$ cat config.mk
export PLATFORM = sky130hd
export DESIGN_NAME = rom_vector_sequencer
export DESIGN_NICKNAME = d
export VERILOG_FILES = /design/src/rtl/rom_vector_sequencer.sv
export SDC_FILE = /design/constraint.sdc
export NUM_CORES = 1
export LEC_CHECK = 0
export BUFFER_PORTS_ARGS = -buffer_cell sky130_fd_sc_hd__buf_2
export CAP_MARGIN = 20
export CORE_MARGIN = 5
export CORE_UTILIZATION = 35
export CTS_CLUSTER_DIAMETER = 120
export DETAILED_ROUTE_END_ITERATION = 8
export GPL_ROUTABILITY_DRIVEN = 0
export PLACE_DENSITY_LB_ADDON = 0.08
export SYNTH_ARGS = -nofsm -noshare
export SYNTH_HDL_FRONTEND = slang
export SYNTH_SLANG_ARGS = --single-unit
$ cat constraint.sdc
create_clock -name clk -period 2 [get_ports clk]
set_input_delay 0.2 -clock clk [delete_from_list [all_inputs] [get_ports clk]]
set_output_delay 0.2 -clock clk [all_outputs]
set_load 0.1 [all_outputs]
$ cat src/rtl/rom_vector_sequencer.sv
// rtl/rom_vector_sequencer.sv - ROM operand-pair sequencer with run modes and valid/ready output
module rom_vector_sequencer #(
  parameter int WIDTH   = 16,
  parameter int DEPTH   = 8,
  parameter int AW      = $clog2(DEPTH),
  parameter int OFFSET2 = 0
) (
  input  logic             clk,
  input  logic             rst_n,
  input  logic             start,
  input  logic [1:0]       mode,
  input  logic             stop,
  input  logic             out_ready,
  output logic             out_valid,
  output logic [WIDTH-1:0] out1,
  output logic [WIDTH-1:0] out2,
  output logic [AW-1:0]    addr,
  output logic             busy,
  output logic             done
);

  typedef enum logic [1:0] {IDLE, RUN, LAST} state_t;

  localparam logic [AW-1:0] OFF2      = AW'(OFFSET2 % DEPTH);
  localparam logic [AW-1:0] LAST_ADDR = AW'(DEPTH - 1);

  state_t        state_q, state_d;
  logic [AW-1:0] ptr_q, ptr_d;
  logic [1:0]    mode_q, mode_d;
  logic          valid_d, busy_d, done_d, load;
  logic          xfer, step_mode;

  // The 8-entry table repeats every 8 addresses; the word is trimmed or zero-extended to WIDTH.
  function automatic logic [WIDTH-1:0] rom_word(input logic [AW-1:0] a);
    logic [2:0]        i;
    logic [15:0]       w;
    logic [WIDTH+15:0] ext;
    i = 3'(a);
    case (i)
      3'd0:    w = 16'h000F;
      3'd1:    w = 16'h00FF;
      3'd2:    w = 16'h0FFF;
      3'd3:    w = 16'hFFFF;
      3'd4:    w = 16'h0045;
      3'd5:    w = 16'h01A4;
      3'd6:    w = 16'h35FB;
      default: w = 16'hCF27;
    endcase
    ext = {{WIDTH{1'b0}}, w};
    return ext[WIDTH-1:0];
  endfunction

  assign xfer      = out_valid & out_ready;
  assign step_mode = (mode_q == 2'b10);

  // Next-state and output decisions; a sequence ends by clearing valid and pulsing done together.
  always_comb begin
    state_d = state_q;
    ptr_d   = ptr_q;
    mode_d  = mode_q;
    valid_d = out_valid;
    busy_d  = busy;
    done_d  = 1'b0;
    load    = 1'b0;
    case (state_q)
      IDLE: begin
        if (start) begin
          state_d = RUN;
          mode_d  = (mode == 2'b11) ? 2'b00 : mode;
          if (mode != 2'b10) ptr_d = '0;
        end
      end
      RUN: begin
        if (!out_valid) begin
          // First cycle after start: present the vector at ptr.
          load    = 1'b1;
          valid_d = 1'b1;
          busy_d  = 1'b1;
          if (stop && !step_mode) state_d = LAST;
        end else if (xfer) begin
          ptr_d = ptr_q + AW'(1);
          if (step_mode || stop || (mode_q == 2'b00 && ptr_q == LAST_ADDR)) begin
            state_d = IDLE;
            valid_d = 1'b0;
            busy_d  = 1'b0;
            done_d  = 1'b1;
          end else begin
            load = 1'b1;
          end
        end else if (stop && !step_mode) begin
          state_d = LAST;
        end
      end
      LAST: begin
        if (xfer) begin
          ptr_d   = ptr_q + AW'(1);
          state_d = IDLE;
          valid_d = 1'b0;
          busy_d  = 1'b0;
          done_d  = 1'b1;
        end
      end
      default: state_d = IDLE;
    endcase
  end

  // State and registered outputs; vector data only changes when a new vector is loaded.
  always_ff @(posedge clk or negedge rst_n) begin
    if (!rst_n) begin
      state_q   <= IDLE;
      ptr_q     <= '0;
      mode_q    <= 2'b00;
      out_valid <= 1'b0;
      out1      <= '0;
      out2      <= '0;
      addr      <= '0;
      busy      <= 1'b0;
      done      <= 1'b0;
    end else begin
      state_q   <= state_d;
      ptr_q     <= ptr_d;
      mode_q    <= mode_d;
      out_valid <= valid_d;
      busy      <= busy_d;
      done      <= done_d;
      if (load) begin
        out1 <= rom_word(ptr_d);
        out2 <= rom_word(ptr_d + OFF2);
        addr <= ptr_d;
      end
    end
  end

endmodule

==> out/metrics.yaml <==
setup_path:
  crit_path_start_kind: "flop"
  crit_required_ps: 2160
  worstPathMaxFanout: 7
  critPathSlowestCell: "or4_4"
  endpoint_kind: "flop"
  max_stage_delay_ps: 500
  reg2reg_to: "out2[8]"
  r2r_start: "state_q[1]"
  criticalPathCategory: "flop to flop"
  crit_chain: "inv_2, ha_4, a2bb2oi_2, or4_4, mux2_4, and2_4, o22a_1"
  ff2ff_path_depth: 7
  rrSetupSlack_ps: -140
  crit_arrival_ps: 2300
sta:
  finalHoldViolCount: 0
  fin_crit_sh: 1.07
  finalWorstPathRequiredPeriod_ps: 2140
  finalSetupViolations: 13
  skew_ps: 4.73
  holdWs_ps: 179
  rsz0062_at_grt: "true"
  drv_slew: 0
  max_freq_ghz: 0.467
  relSlewSlack: 0.594
  setup_ws_ps: -142
  worst_slew_pin_slew_ps: 609
finish:
  n_antenna_cell: 0
  fin_nets: 204
  multi_input_area_um2: 666
  drive_gt1_frac: 0.500
  num-fill-cells: 369
  synthToLayoutAreaGrowth_pct: 34.6
  register_area_um2: 656
cts:
  root_buffer: "clkbuf_8"
  htreeDepth: 1
  clock_path_buffers: 2
  numCtsBuffers: 3
  cts_tree: "yes"
  worstSkewPairLatency_ps: 270
  clkTransAtPathRegs_ps: 90
  cts.sinks: 26
worst_hold_path:
  hold_depth: 2
  hold_path.class: "input port to flop"
  worstHoldEndpoint: "out_valid"
  hp-start: "out_ready"
global_route:
  gr-total-overflow: 0
  grt_pass1_vias: 1107
  antenna_found_initial: 0
  gr-usage-all-layers: 0.122
  grt_max_degree: 27
  grt_pass1_wl_um: 5160
synth:
  yosysWarnings: 0
  yosysSeqAreaShare: 0.472
  synth_area_um2: 1380
  synth_edf_count: 0
  ys_async_sr_fraction: 1.00
  synthTopCellsByArea: "dfrtp_1, buf_4, nand2_1"
  syn_nets: 155
  yosysTopAreaCell: "dfrtp_1"
  synth_ff_type: "dfrtp_1"
  synth.top_cell.area_share: 0.472
  avgSynthCellArea_um2: 9.71
  synthCells: 142
  ys_seq_elements: 26
  yosys.cell_types.count: 33
route:
  routed_via_density: 4.85
  drt-total-wl_um: 3270
  drc: 0
  vias: 1154
  drt_iter0_markers: 28
  antenna_left: 0
  avgRoutedWirePerCell_um: 13.7
  dr.pass1.iters: 5
place:
  hpwl_um: 2400
  numPortBuffers: 44
die:
  die_w_um: 72.8
  die_h_um: 72.8
  rows: 22
  initial_utilization: 0.368
  core_um2: 3740
  ioPinCount: 45
  dieArea_um2: 5290
run_status:
  status: "finished with violations"
  violations: "negative setup slack"
flow_run:
  cap_violations: 0
cell families after synthesis:
family / count (synthesis) / share of synthesized area
AO/OA/AOI/OAI: 34 / 0.172
adder cells (fa/ha/maj): 6 / 0.0544
buffers and inverters: 26 / 0.123
flip-flops: 26 / 0.472
multiplexers: 1 / 0.0109
AND/OR/NAND/NOR: 49 / 0.169
cell usage in the layout (no fill, tap or decap), types with 2 or more instances in the layout:
master    netlist  final
nand2_1        23     22
ha_4            0      3
ha_1            6      3
inv_2           0      3
o21a_1          3      3
a21oi_1         4      4
o21ai_0         8      7
inv_1           5      2
dfrtp_1        26     24
nor3b_1         2      2
a31oi_1         5      4
nand3_1         2      2
nor2_1         10      7
o22a_1          2      2
buf_4          19     19
a31o_2          2      2
buf_2           0     44
o31ai_2         0      2
clkbuf_8        0      3
nand2b_1        2      2
nor2_2          0      3
nand4_1         2      2
per-layer routing:
layer,wire length [um],track usage,up-vias
met4,17,0.0430,0
met5,0,0,-
li1,-,-,573
met2,1580,0.201,30
met1,1520,0.163,549
met3,157,0.0179,2
per-stage QoR:
stage | setup slack [ps] | utilization | cell area (um2) | setup TNS, ps | instances
2_1_floorplan | -40.8 | - | 1430 | -164 | 142
3_3_place_gp | -91.3 | 0.446 | 1670 | -558 | 227
3_5_place_dp | -174 | 0.446 | 1670 | -1330 | 227
4_1_cts | -157 | 0.478 | 1790 | -1230 | 235
5_1_grt | -198 | 0.496 | 1860 | -2090 | 238
6_report | -142 | 0.496 | 1860 | -1140 | 238
Yosys cell counts, types with 2 or more instances:
cell type	number
a31o_2	2
nand2_1	23
nand4_1	2
o22a_1	2
a31oi_1	5
nor3b_1	2
nor2b_1	2
ha_1	6
o21ai_0	8
clkbuf_1	2
nand3_1	2
a21oi_1	4
o31ai_1	3
o21a_1	3
inv_1	5
dfrtp_1	26
buf_4	19
nor2_1	10
nand2b_1	2
critical path, delay by kind of cell (launching register included):
kind                       cells  cell delay (ps)
AOI/OAI and AO/OA              2              320
adders and majority gates      1              170
buffers and inverters          1               90
DFF                            1              430
muxes                          1              330
and+or+nand+nor                2              690
flip-flops by register name, summed over array words and instances, names as in the netlist:
signal     cells
ptr_q          3
mode_q         2
done           1
addr           3
state_q        2
busy           1
out2          13
out_valid      1
worst max path at each step:
stage	from	end	slack, ps	depth (start not counted)
3_5_place_dp	state_q[0]	out2[7]	-170	8
4_1_cts	state_q[0]	out2[6]	-160	7
6_report	state_q[1]	out2[8]	-140	7
2_1_floorplan	state_q[1]	out2[8]	-40	7
3_3_place_gp	state_q[0]	out2[7]	-90	8
5_1_grt	state_q[1]	out2[5]	-200	8
repair_timing:
action,in CTS,in global routing
hold buffers,1,0
setup endpoints to repair,15,17
pin swaps,4,3
hold endpoints to repair,26,0
setup buffers,3,3
resized for setup,5,9
layout make-up:
| type | instances | area share |
|---|---|---|
| inverters | 5 | 0.0101 |
| repair buffers | 65 | 0.207 |
| clock inverters | 1 | 0.0162 |
| flip-flops and latches | 26 | 0.353 |
| well taps | 48 | 0.0324 |
| clock buffers | 3 | 0.0223 |
| multi-input cells | 90 | 0.359 |
Power is not shown: default switching activity piles up to over one toggle a cycle in this logic, so the estimate is an artifact.
